--- config.mk ---
export PLATFORM = sky130hd
export DESIGN_NAME = muldiv_unit
export DESIGN_NICKNAME = d
export VERILOG_FILES = /design/src/rtl/muldiv_unit.sv
export SDC_FILE = /design/constraint.sdc
export NUM_CORES = 2
export LEC_CHECK = 0
export CAP_MARGIN = 30
export CORE_MARGIN = 4
export CORE_UTILIZATION = 40
export DETAILED_ROUTE_END_ITERATION = 8
export DONT_BUFFER_PORTS = 1
export MAX_ROUTING_LAYER = met4
export PLACE_DENSITY_LB_ADDON = 0.3
export SLEW_MARGIN = 20
export SYNTH_ARGS = -nofsm -noshare
export SYNTH_HDL_FRONTEND = slang
export SYNTH_SLANG_ARGS = --single-unit
--- constraint.sdc ---
create_clock -name clk -period 16.1 [get_ports clk]
set_input_delay 3.22 -clock clk [delete_from_list [all_inputs] [get_ports clk]]
set_output_delay 3.22 -clock clk [all_outputs]
set_load 0.02 [all_outputs]
--- src/rtl/muldiv_unit.sv ---
// muldiv_unit: multi-cycle RV32M-style multiply/divide unit for the execute stage.
// Accepts one MUL/MULH/MULHSU/MULHU/DIV/DIVU/REM/REMU at a time over valid/ready.
// The accept cycle performs the first iteration. The result therefore appears
// XLEN/MUL_STEP cycles after accept for multiply and XLEN cycles after accept for
// divide. Divide-by-zero and signed overflow complete in one cycle.
// Ports:
//   clk, rst_n                  clock, async active-low reset
//   flush                       synchronous kill of the held or in-flight op
//   in_valid/in_ready           request handshake (in_ready = IDLE)
//   in_op/in_op1/in_op2/in_tag  request payload, latched at accept
//   out_valid/out_ready         result handshake (out_valid = DONE)
//   out_result/out_tag          result and its pass-through tag
//   busy                        unit not IDLE
module muldiv_unit #(
  parameter int unsigned XLEN     = 32,
  parameter int unsigned MUL_STEP = 2,
  parameter int unsigned TAG_W    = 5
) (
  input  logic             clk,
  input  logic             rst_n,
  input  logic             flush,
  input  logic             in_valid,
  output logic             in_ready,
  input  logic [2:0]       in_op,
  input  logic [XLEN-1:0]  in_op1,
  input  logic [XLEN-1:0]  in_op2,
  input  logic [TAG_W-1:0] in_tag,
  output logic             out_valid,
  input  logic             out_ready,
  output logic [XLEN-1:0]  out_result,
  output logic [TAG_W-1:0] out_tag,
  output logic             busy
);

  localparam int unsigned PW    = 2 * XLEN;
  localparam int unsigned MUL_N = XLEN / MUL_STEP;
  localparam int unsigned CNT_W = $clog2(XLEN);

  localparam logic [2:0] OP_MUL    = 3'd0;
  localparam logic [2:0] OP_MULH   = 3'd1;
  localparam logic [2:0] OP_MULHSU = 3'd2;
  localparam logic [2:0] OP_DIV    = 3'd4;
  localparam logic [2:0] OP_REM    = 3'd6;

  typedef enum logic [1:0] {S_IDLE, S_MUL, S_DIV, S_DONE} state_e;

  state_e           state_q, state_d;
  logic [2:0]       op_q, op_d;
  logic [TAG_W-1:0] tag_q, tag_d;
  logic [CNT_W-1:0] cnt_q, cnt_d;
  logic [PW-1:0]    acc_q, acc_d, mcand_q, mcand_d;
  logic [XLEN-1:0]  mplier_q, mplier_d, rem_q, rem_d, quo_q, quo_d;
  logic [XLEN-1:0]  dvsr_q, dvsr_d, res_q, res_d;
  logic             negq_q, negq_d, negr_q, negr_d;

  logic             first, op1_s, sdiv, neg1, neg2, div_zero, div_ovf;
  logic             mul_last, div_last, load_mul, load_div, s_negq, s_negr;
  logic [2:0]       s_op;
  logic [CNT_W-1:0] s_cnt;
  logic [PW-1:0]    s_acc, s_mcand, step_acc;
  logic [XLEN-1:0]  s_mplier, s_rem, s_quo, s_dvsr, rem_n, quo_n, mul_res, div_res;
  logic [XLEN:0]    trial;

  // One iteration of either datapath; in IDLE it runs on the freshly prepared operands.
  always_comb begin
    first    = (state_q == S_IDLE);
    op1_s    = (in_op == OP_MULH) || (in_op == OP_MULHSU);
    sdiv     = (in_op == OP_DIV) || (in_op == OP_REM);
    neg1     = sdiv && in_op1[XLEN-1];
    neg2     = sdiv && in_op2[XLEN-1];
    div_zero = (in_op2 == '0);
    div_ovf  = sdiv && (in_op1 == {1'b1, {(XLEN-1){1'b0}}}) && (in_op2 == '1);

    s_op     = first ? in_op : op_q;
    s_cnt    = first ? '0 : cnt_q;
    s_acc    = first ? '0 : acc_q;
    s_mcand  = first ? {{XLEN{op1_s & in_op1[XLEN-1]}}, in_op1} : mcand_q;
    s_mplier = first ? in_op2 : mplier_q;
    s_rem    = first ? '0 : rem_q;
    s_quo    = first ? (neg1 ? -in_op1 : in_op1) : quo_q;
    s_dvsr   = first ? (neg2 ? -in_op2 : in_op2) : dvsr_q;
    s_negq   = first ? (neg1 ^ neg2) : negq_q;
    s_negr   = first ? neg1 : negr_q;

    mul_last = (s_cnt == CNT_W'(MUL_N - 1));
    div_last = (s_cnt == CNT_W'(XLEN - 1));

    // The MSB of a signed multiplier carries negative weight, so it is subtracted.
    step_acc = s_acc;
    for (int j = 0; j < int'(MUL_STEP); j++) begin
      if (s_mplier[j]) begin
        if ((s_op == OP_MULH) && mul_last && (j == int'(MUL_STEP) - 1)) begin
          step_acc = step_acc - (s_mcand << j);
        end else begin
          step_acc = step_acc + (s_mcand << j);
        end
      end
    end
    mul_res = (s_op == OP_MUL) ? step_acc[XLEN-1:0] : step_acc[PW-1:XLEN];

    // Restoring divide on magnitudes: keep the trial difference only if it did not borrow.
    trial   = {s_rem, s_quo[XLEN-1]} - {1'b0, s_dvsr};
    rem_n   = trial[XLEN] ? {s_rem[XLEN-2:0], s_quo[XLEN-1]} : trial[XLEN-1:0];
    quo_n   = {s_quo[XLEN-2:0], ~trial[XLEN]};
    div_res = s_op[1] ? (s_negr ? -rem_n : rem_n) : (s_negq ? -quo_n : quo_n);
  end

  // Next-state and register loads; flush overrides everything and keeps out_result.
  always_comb begin
    state_d  = state_q;
    op_d     = op_q;
    tag_d    = tag_q;
    cnt_d    = cnt_q;
    acc_d    = acc_q;
    mcand_d  = mcand_q;
    mplier_d = mplier_q;
    rem_d    = rem_q;
    quo_d    = quo_q;
    dvsr_d   = dvsr_q;
    res_d    = res_q;
    negq_d   = negq_q;
    negr_d   = negr_q;
    load_mul = 1'b0;
    load_div = 1'b0;

    if (flush) begin
      state_d = S_IDLE;
    end else begin
      unique case (state_q)
        S_IDLE: begin
          if (in_valid) begin
            op_d   = in_op;
            tag_d  = in_tag;
            negq_d = neg1 ^ neg2;
            negr_d = neg1;
            if (in_op[2] && (div_zero || div_ovf)) begin
              state_d = S_DONE;
              if (div_zero) res_d = in_op[1] ? in_op1 : '1;
              else          res_d = in_op[1] ? '0 : in_op1;
            end else if (in_op[2]) begin
              load_div = 1'b1;
            end else begin
              load_mul = 1'b1;
            end
          end
        end
        S_MUL:   load_mul = 1'b1;
        S_DIV:   load_div = 1'b1;
        S_DONE:  if (out_ready) state_d = S_IDLE;
        default: state_d = S_IDLE;
      endcase

      if (load_mul) begin
        acc_d    = step_acc;
        mcand_d  = s_mcand << MUL_STEP;
        mplier_d = s_mplier >> MUL_STEP;
        cnt_d    = s_cnt + CNT_W'(1);
        state_d  = mul_last ? S_DONE : S_MUL;
        if (mul_last) res_d = mul_res;
      end
      if (load_div) begin
        rem_d   = rem_n;
        quo_d   = quo_n;
        dvsr_d  = s_dvsr;
        cnt_d   = s_cnt + CNT_W'(1);
        state_d = div_last ? S_DONE : S_DIV;
        if (div_last) res_d = div_res;
      end
    end
  end

  // State and datapath registers.
  always_ff @(posedge clk or negedge rst_n) begin
    if (!rst_n) begin
      state_q  <= S_IDLE;
      op_q     <= '0;
      tag_q    <= '0;
      cnt_q    <= '0;
      acc_q    <= '0;
      mcand_q  <= '0;
      mplier_q <= '0;
      rem_q    <= '0;
      quo_q    <= '0;
      dvsr_q   <= '0;
      res_q    <= '0;
      negq_q   <= 1'b0;
      negr_q   <= 1'b0;
    end else begin
      state_q  <= state_d;
      op_q     <= op_d;
      tag_q    <= tag_d;
      cnt_q    <= cnt_d;
      acc_q    <= acc_d;
      mcand_q  <= mcand_d;
      mplier_q <= mplier_d;
      rem_q    <= rem_d;
      quo_q    <= quo_d;
      dvsr_q   <= dvsr_d;
      res_q    <= res_d;
      negq_q   <= negq_d;
      negr_q   <= negr_d;
    end
  end

  assign in_ready   = (state_q == S_IDLE);
  assign busy       = (state_q != S_IDLE);
  assign out_valid  = (state_q == S_DONE);
  assign out_result = res_q;
  assign out_tag    = tag_q;

endmodule

==> flow_summary.ini <==
[status]
status = complete, no violations

[route]
viasPerCell = 6.27
drt.antenna.violating_nets = 0
drt_first_pass_iters = 8
route.vias.total = 33154
drc_errors = 0
routedWlPerCell_microns = 24.6
drtIter0Drc = 3525
wl_microns = 130000

[grt]
grtUsageTotal_pct = 31.1
grt_remaining_overflow = 0
grt_pass1_vias = 30335
grt_max_degree = 302
antenna_found_initial = 3
grt_pass1_wl_microns = 194000

[sta]
fin_worst_skew_ns = 0.0269
setup_viol = 0
fmax_ghz = 0.101
fin_crit_ns = 9.91
tightestPinTransition_ns = 1.16
period_share_pct = 61.5
relSlewSlack_pct = 22.9
hold_violations = 0
tns_ns = 0
drv_slew = 0
rsz0062_at_grt = no
timing.hold.ws_ns = 0.473

[cts]
clkTransAtPathRegs_ns = 0.06
cts_setup_buffers = 0
cts_tree = built
cts_max_path_buffers = 3
ctsHoldBuffers = 0
clk_root_buffer_cell = clkbuf_16
cts.sinks = 301
post_cts_resized = 0
clkLatencyLatePin_ns = 0.59
numCtsBuffers = 41
htree_levels = 2

[cells_and_area]
drive_gt1_share_pct = 5.02
final_core_util_pct = 43.3
area_delta_synth_final_pct = 6.56
fin_nets = 4457
seq_area_sq_um = 7530
antenna_cells = 0
multi_input_area_sq_um = 22500
fill_cells = 8140

[critical_path]
cpMostUsedCell = a21oi_1
crit_buf_inv = 2
worstPathArrival_ns = 10.36
cp_top_family = compound AO/OA/AOI/OAI gates
end_kind = flip-flop
cp-start-kind = input port
crit_slowest_cell = or4_1
path_class = in -> reg
cp.required_ns = 16.55
path_max_fanout = 31
slowest_delay_ns = 0.58

[power]
ir_worst_vdd_v = 0.0000949
powerDensity_nw_per_um2 = 178
power_leakage_nw = 14.5
finalPower_w = 0.00600

[yosys]
synth_cell_type_count = 110
yosysWarnings = 0
ys_ff_latch = 301
syn_avg_cell_area_sq_um = 7.19
seq_area_frac_synth_pct = 23.8
synth_cells = 4400
syn_area_sq_um = 31600
async_reset_ff_share_pct = 100
syn_nets = 4644
synth_top_flop_cell = dfrtp_1
synth_edf_count = 0

[run]
maxCapViolCount = 0

[placed_design]
portBuffers = 0
gp_congestion = 1.03
dpl.hpwl_microns = 98400

[worst_hold_path]
hold_class = reg -> reg

[die]
die_x_microns = 289
initial_core_util_pct = 40.6
pin_count = 117
die_y_microns = 289
dieArea_sq_um = 83600
core_area_sq_um = 77800
rows = 102
-- Yosys cell counts, drive strengths merged (36+ instances only) --
cell type	instances	area [sq um]
mux2i	64	644
nand4	73	457
inv	135	507
nor4	36	250
o21a	37	278
ha	165	2060
a21oi	444	2230
xor2	90	788
dfrtp	301	7530
buf	61	337
nand2	688	2580
xnor2	195	1710
and2	117	732
nor3	81	417
o21ai	432	2170
clkbuf	227	852
o31ai	38	290
a21o	94	706
nand3	79	395
a31oi	107	669
a211oi	44	350
nor2	387	1460
-- worst register-to-register path, cell delays in order (launching register included) --
cell	delay, ns
dfrtp_1	0.91
or2_4	0.75
buf_12	0.54
buf_4	0.79
nand2_1	0.17
nand2_1	0.28
ha_1	0.36
o21ai_0	0.26
a21oi_1	0.12
a221oi_1	0.30
a21oi_1	0.20
a221oi_1	1.01
o21ai_1	0.32
a221oi_1	0.59
xor2_1	0.19
o21ai_1	0.10
ha_1	0.41
nand2_1	0.16
nor2_1	0.09
a221oi_1	0.42
nand3b_1	0.15
a211o_1	0.36
a2111o_1	0.38
nand3_1	0.11
xor2_1	0.19
o21ba_2	0.17
o221ai_1	0.09
-- logic make-up (layout without fill, tap and decap cells) --
family | after synthesis | count (layout) | share of synthesized area [%]
DFF | 301 | 301 | 23.8
buffers and inverters | 424 | 268 | 5.37
adders and majority gates | 169 | 169 | 6.72
xor gates and xnor gates | 285 | 285 | 7.89
and+or+nand+nor | 1654 | 1654 | 24.3
AOI/OAI and AO/OA | 1496 | 1496 | 29.6
muxes | 70 | 70 | 2.25
other | 1 | 1 | 0.0119
-- path summary, 6_finish.rpt --
kind	cells past startpoint	slack, ns	to	start
setup / recovery	26	6.19	out_result[30]	in_op2[9]
hold / removal	2	0.47	mplier_q[28]	mplier_q[28]
setup reg to reg	26	6.52	out_result[31]	state_q[1]
hold reg to reg	2	0.47	mplier_q[28]	mplier_q[28]
max in group asynchronous	0	13.29	acc_q[40]	rst_n
min in group asynchronous	0	2.32	mplier_q[14]	rst_n
-- through the flow --
stage | setup slack, ns | area (sq um) | cells
3_5_place_dp | 5.76 | 32300 | 5208
5_1_grt | 5.56 | 33700 | 5284
3_3_place_gp | 5.82 | 32300 | 5206
2_1_floorplan | 6.55 | 31600 | 4400
4_1_cts | 6.35 | 33700 | 5282
6_report | 6.19 | 33700 | 5284
-- cell type report --
class	instances	area share (%)
multi-input combinational	3675	66.7
inverter	136	1.52
timing repair buffer	58	1.45
clock inverter	17	0.538
clock buffer	57	3.55
sequential	301	22.4
tap	1040	3.86
-- placed cells by master, fill, tap and decap left out, drive strengths merged, types with 19 or more instances in the layout --
cell,count
o22ai,19
nor3,81
nor4,36
o21ai,432
nand2b,20
and2,117
nand2,688
a221oi,28
clkbuf,57
nand4,73
o21bai,35
dfrtp,301
or3,31
a31oi,107
buf,58
mux2i,64
o211ai,31
nor2,387
a21o,94
a211oi,44
o21a,37
ha,165
a21oi,444
nand3,79
xnor2,195
inv,138
and3,26
xor2,90
o31ai,38
nor2b,25
-- per-layer routing --
metal	track usage (%)	wire [microns]
met5	-	0
met2	47.0	56400
met3	8.06	13900
met1	40.3	54000
met4	11.4	5860
-- where the power goes --
group	internal (W)	switching [W]	total, W
Combinational	0.00131	0.00246	0.00376
Clock	0.000568	0.000400	0.000967
Sequential	0.00102	0.000246	0.00127
-- state kept, by name, summed over array words and instances (netlist names) --
signal / cells
out_tag: 5
op_q: 3
quo_q: 32
mplier_q: 30
out_result: 32
negq_q: 1
mcand_q: 62
state_q: 2
rem_q: 32
negr_q: 1
acc_q: 64
dvsr_q: 32
cnt_q: 5
No activity file was read; power rests on OpenSTA's default activity.
